### config.mk
export PLATFORM = sky130hd
export DESIGN_NAME = fir_tdm_sequencer
export DESIGN_NICKNAME = d
export VERILOG_FILES = /design/src/rtl/fir_tdm_sequencer.sv
export SDC_FILE = /design/constraint.sdc
export NUM_CORES = 2
export LEC_CHECK = 0
export BUFFER_PORTS_ARGS = -buffer_cell sky130_fd_sc_hd__buf_2
export CORE_ASPECT_RATIO = 0.5
export CORE_MARGIN = 1
export CORE_UTILIZATION = 41
export CTS_CLUSTER_DIAMETER = 100
export DETAILED_ROUTE_END_ITERATION = 8
export SYNTH_ARGS = -nofsm -noshare
export SYNTH_HDL_FRONTEND = slang
export SYNTH_SLANG_ARGS = --single-unit
### constraint.sdc
create_clock -name clk -period 8.7 [get_ports clk]
set_input_delay 0.435 -clock clk [delete_from_list [all_inputs] [get_ports clk]]
set_output_delay 0.435 -clock clk [all_outputs]
set_load 0.005 [all_outputs]
### src/rtl/fir_tdm_sequencer.sv
// Time-multiplexed FIR: one MAC walks TAPS coefficient slots per sample
// against a circular history, then holds the result until taken.
module fir_tdm_sequencer #(
  parameter int TAPS   = 16,
  parameter int DATA_W = 16,
  parameter int COEF_W = 16,
  parameter int ACC_W  = 36
) (
  input  logic                     clk,
  input  logic                     rst,
  input  logic                     ena,
  input  logic                     s_valid,
  output logic                     s_ready,
  input  logic [DATA_W-1:0]        s_data,
  input  logic                     coef_we,
  input  logic [$clog2(TAPS)-1:0]  coef_addr,
  input  logic [COEF_W-1:0]        coef_wdata,
  output logic                     m_valid,
  input  logic                     m_ready,
  output logic [ACC_W-1:0]         m_data,
  output logic                     busy
);

  localparam int AW = $clog2(TAPS);
  localparam int PW = DATA_W + COEF_W;

  localparam logic [1:0] S_IDLE = 2'd0;
  localparam logic [1:0] S_MAC  = 2'd1;
  localparam logic [1:0] S_HOLD = 2'd2;

  localparam logic [AW:0]   TAPS_W = (AW+1)'(TAPS);
  localparam logic [AW-1:0] LAST   = AW'(TAPS - 1);

  logic [1:0]    state_q, state_d;
  logic [AW-1:0] wptr_q, wptr_d;
  logic [AW-1:0] p_q, p_d;
  logic [AW-1:0] idx_q, idx_d;

  logic signed [ACC_W-1:0] acc_q, acc_d;
  logic [ACC_W-1:0]        mdata_q, mdata_d;
  logic                    mvalid_q, mvalid_d;

  logic signed [DATA_W-1:0] hist_q [TAPS];
  logic signed [COEF_W-1:0] coef_q [TAPS];

  logic          accept;
  logic          coef_wr;
  logic [AW:0]   rd_sum;
  logic [AW-1:0] rd_idx;

  logic signed [PW-1:0]    prod;
  logic signed [ACC_W-1:0] prod_ext;
  logic signed [ACC_W-1:0] mac_sum;

  assign s_ready = ena & (state_q == S_IDLE);
  assign busy    = (state_q == S_MAC) | (state_q == S_HOLD);
  assign m_valid = mvalid_q;
  assign m_data  = mdata_q;

  assign accept  = s_valid & s_ready;

  // MAC state excluded so one result never mixes two coefficient sets
  assign coef_wr = ena & coef_we
                 & (state_q != S_MAC)
                 & ({1'b0, coef_addr} < TAPS_W);

  // (p - idx) mod TAPS without relying on power-of-two wrap
  always_comb begin
    if (p_q >= idx_q) begin
      rd_sum = {1'b0, p_q} - {1'b0, idx_q};
    end else begin
      rd_sum = {1'b0, p_q} + TAPS_W - {1'b0, idx_q};
    end
    rd_idx = rd_sum[AW-1:0];
  end

  assign prod     = hist_q[rd_idx] * coef_q[idx_q];
  assign prod_ext = {{(ACC_W-PW){prod[PW-1]}}, prod};
  assign mac_sum  = acc_q + prod_ext;

  always_comb begin
    state_d  = state_q;
    wptr_d   = wptr_q;
    p_d      = p_q;
    idx_d    = idx_q;
    acc_d    = acc_q;
    mdata_d  = mdata_q;
    mvalid_d = mvalid_q;
    if (ena) begin
      unique case (1'b1)
        (state_q == S_IDLE): begin
          if (accept) begin
            p_d     = wptr_q;
            wptr_d  = (wptr_q == LAST) ? '0 : wptr_q + 1'b1;
            acc_d   = '0;
            idx_d   = '0;
            state_d = S_MAC;
          end
        end
        (state_q == S_MAC): begin
          acc_d = mac_sum;
          if (idx_q == LAST) begin
            mdata_d  = mac_sum;
            mvalid_d = 1'b1;
            state_d  = S_HOLD;
          end else begin
            idx_d = idx_q + 1'b1;
          end
        end
        (state_q == S_HOLD): begin
          if (m_ready) begin
            mvalid_d = 1'b0;
            state_d  = S_IDLE;
          end
        end
        default: begin
          state_d = S_IDLE;
        end
      endcase
    end
  end

  always_ff @(posedge clk or negedge rst) begin
    if (!rst) begin
      state_q  <= S_IDLE;
      wptr_q   <= '0;
      p_q      <= '0;
      idx_q    <= '0;
      acc_q    <= '0;
      mdata_q  <= '0;
      mvalid_q <= 1'b0;
    end else begin
      state_q  <= state_d;
      wptr_q   <= wptr_d;
      p_q      <= p_d;
      idx_q    <= idx_d;
      acc_q    <= acc_d;
      mdata_q  <= mdata_d;
      mvalid_q <= mvalid_d;
    end
  end

  always_ff @(posedge clk or negedge rst) begin
    if (!rst) begin
      for (int i = 0; i < TAPS; i++) begin
        hist_q[i] <= '0;
        coef_q[i] <= '0;
      end
    end else begin
      if (accept) begin
        hist_q[wptr_q] <= s_data;
      end
      if (coef_wr) begin
        coef_q[coef_addr] <= coef_wdata;
      end
    end
  end

endmodule

==> results_dict.tcl <==
set metrics [dict create \
    grt_max_degree 185 \
    syn_area_sq_um 38600 \
    place_hpwl_um 71600 \
    yosysTopAreaCellShare_pct 38.9 \
    tightest_slew_ns 1.23 \
    synth_common_cells "599 x dfrtp_1, 531 x mux2_2, 392 x inv_1, 316 x fa_1, 216 x nand2_1" \
    initial_core_util_pct 41.4 \
    final_cells 4543 \
    yosysWarnings 0 \
    insertion_delay_ns 0.67 \
    cp_max_fo 9 \
    setup_viol 0 \
    clock_path_buffers 3 \
    ys.flop_type "dfrtp_1" \
    drt_pass1_iterations 7 \
    wl_per_cell_um 22.2 \
    period_minus_slack_ns 8.45 \
    viasPerCell 5.40 \
    post-route-period-util_pct 97.1 \
    io_pins 81 \
    area_delta_synth_final_pct 12.5 \
    drive_gt1_share_pct 31.6 \
    cts_root_buffer "clkbuf_16" \
    die-area_sq_um 95400 \
    fp-row-count 79 \
    critPathLaunchType "flop" \
    final_nets 3719 \
    drtIter0Drc 1799 \
    cap_violations 0 \
    coreArea_sq_um 93100 \
    async_flop_share_pct 100 \
    tritoncts "yes" \
    yosysSeqAreaShare_pct 38.9 \
    hold_slack_ns 0.219 \
    portBuffers 80 \
    slew_headroom_pct 18.1 \
    hold_viol 0 \
    synth_most_common_cell "dfrtp_1" \
    gp_congestion 0.882 \
    grt_pass1_vias 25900 \
    status "finished clean" \
    fmax_ghz 0.118 \
    crit_arrival_ns 8.95 \
    critPathSlowestCell "fa_4" \
    endpoint_kind "flop" \
    vias 24500 \
    synth-edff-count 0 \
    die_h_um 219 \
    clk_transition_reported_paths_ns 0.07 \
    slew_violations 0 \
    htreeDepth 2 \
    criticalPathCategory "reg -> reg" \
    hp-class "in -> reg" \
    cts_buffers 58 \
    groute.usage.overall_pct 21.4 \
    overflow 0 \
    synth_nets 3582 \
    synth.distinct_cells 67 \
    postRouteAntennaNets 0 \
    cts_sinks 599 \
    grt_pass1_wl_um 157000 \
    placedCellCount 4424 \
    ys_ff_latch 599 \
    avgSynthCellArea_sq_um 12.4 \
    die_w_um 436 \
    synthTopCellsByArea "dfrtp_1 39%, fa_1 16%, mux2_2 15%" \
    cpPeakStageDelay_ns 0.85 \
    cp.required_ns 9.20 \
    cp_common_cell "fa_1" \
    fin_worst_skew_ns 0.0605 \
    drc 0 \
    yosysTopAreaCell "dfrtp_1" \
    wirelength_um 101000 \
    syn_inst 3107 \
    antenna_found_initial 7 \
]
[metal layers]
layer / global-route usage, % / vias up / routed length (um)
li1: - / 10700 / -
met1: 31.6 / 13000 / 48500
met2: 33.2 / 635 / 44900
met3: 3.66 / 139 / 5640
met4: 3.99 / 4 / 1710
met5: 0 / - / 23
[metrics by stage]
| stage | instance area [sq um] | TNS (ns) | setup slack (ns) | utilization (%) |
|---|---|---|---|---|
| global placement | 41100 | 0 | 0.0655 | 44.1 |
| finish | 43400 | 0 | 0.253 | 46.6 |
| CTS | 43100 | 0 | 0.00850 | 46.2 |
| global route | 43400 | -0.0671 | -0.0288 | 46.6 |
| detailed placement | 41100 | 0 | 0.0277 | 44.1 |
| floorplan | 38600 | 0 | 0.755 | - |
[cell usage in the layout (no fill, tap or decap), types with 12 or more instances in the layout]
cell type    n
nor3_1      66
a22o_1      25
ha_1       114
clkbuf_16   58
fa_1       311
mux2i_1     81
nor2_1      54
nand2_1    215
buf_2       79
xnor2_1     29
dfrtp_1    597
buf_4      143
nand2b_1    32
and2_1      80
mux2_2     531
clkbuf_8    12
inv_1      391
o22ai_1     13
nor2b_1     15
o21ai_0     29
clkbuf_1    14
a21oi_1     46
mux4_2      96
o221ai_1    26
[what timing repair did]
action,CTS,global route
hold endpoints to repair,83,0
gates resized for setup,3,58
hold buffers,1,0
pin swaps,0,18
cloned,1,0
setup endpoints to repair,9,35
buffers inserted,0,13
[flip-flops by register name, summed over array words and instances (netlist names)]
name,count
p_q,4
wptr_q,4
m_valid,1
m_data,36
state_q,2
idx_q,4
coef_q,256
acc_q,36
hist_q,256
[cell families after synthesis]
family,after synthesis,share of synthesized area [%]
xor+xnor,39,0.905
flops,599,38.9
mux,710,23.3
buf+inv,565,5.97
simple gates,522,6.47
compound gates,239,4.35
fa+ha+maj,433,20.2
[path summary, 6_finish.rpt]
| check | slack [ns] | start | end | cells after the start |
|---|---|---|---|---|
| max | 0.25 | p_q[0]$_DFFE_PN0P_ | m_data[33]$_DFFE_PN0P_ | 31 |
| min | 0.22 | s_data[11] | hist_q[203]$_DFFE_PN0P_ | 2 |
| max reg2reg | 0.25 | p_q[0]$_DFFE_PN0P_ | m_data[33]$_DFFE_PN0P_ | 31 |
| min reg2reg | 0.48 | m_data[23]$_DFFE_PN0P_ | m_data[23]$_DFFE_PN0P_ | 2 |
| max in group asynchronous | 6.63 | rst | idx_q[0]$_DFFE_PN0P_ | 3 |
| min in group asynchronous | 0.39 | rst | m_data[31]$_DFFE_PN0P_ | 2 |
[cell type report]
cell class,count,area [sq um]
Multi-Input combinational cell,1943,21600
Tap cell,1255,1570
Inverter,396,1490
Antenna cell,1,2.50
Sequential cell,599,15000
Clock inverter,19,245
Timing Repair Buffer,246,1850
Clock buffer,84,1670
Fill cell,8389,49700
[worst max-delay path, delay by kind of cell, from the launching register on]
family                   cells  cell delay (ns)
adder cells (fa/ha/maj)      9             4.23
AO/OA/AOI/OAI                7             1.44
multiplexers                 2             0.78
buffers and inverters        9             0.77
AND/OR/NAND/NOR              3             0.49
flip-flops                   1             0.38
XOR/XNOR                     1             0.17
Power is not shown: default switching activity piles up to over one toggle a cycle in this logic, so the estimate is an artifact.
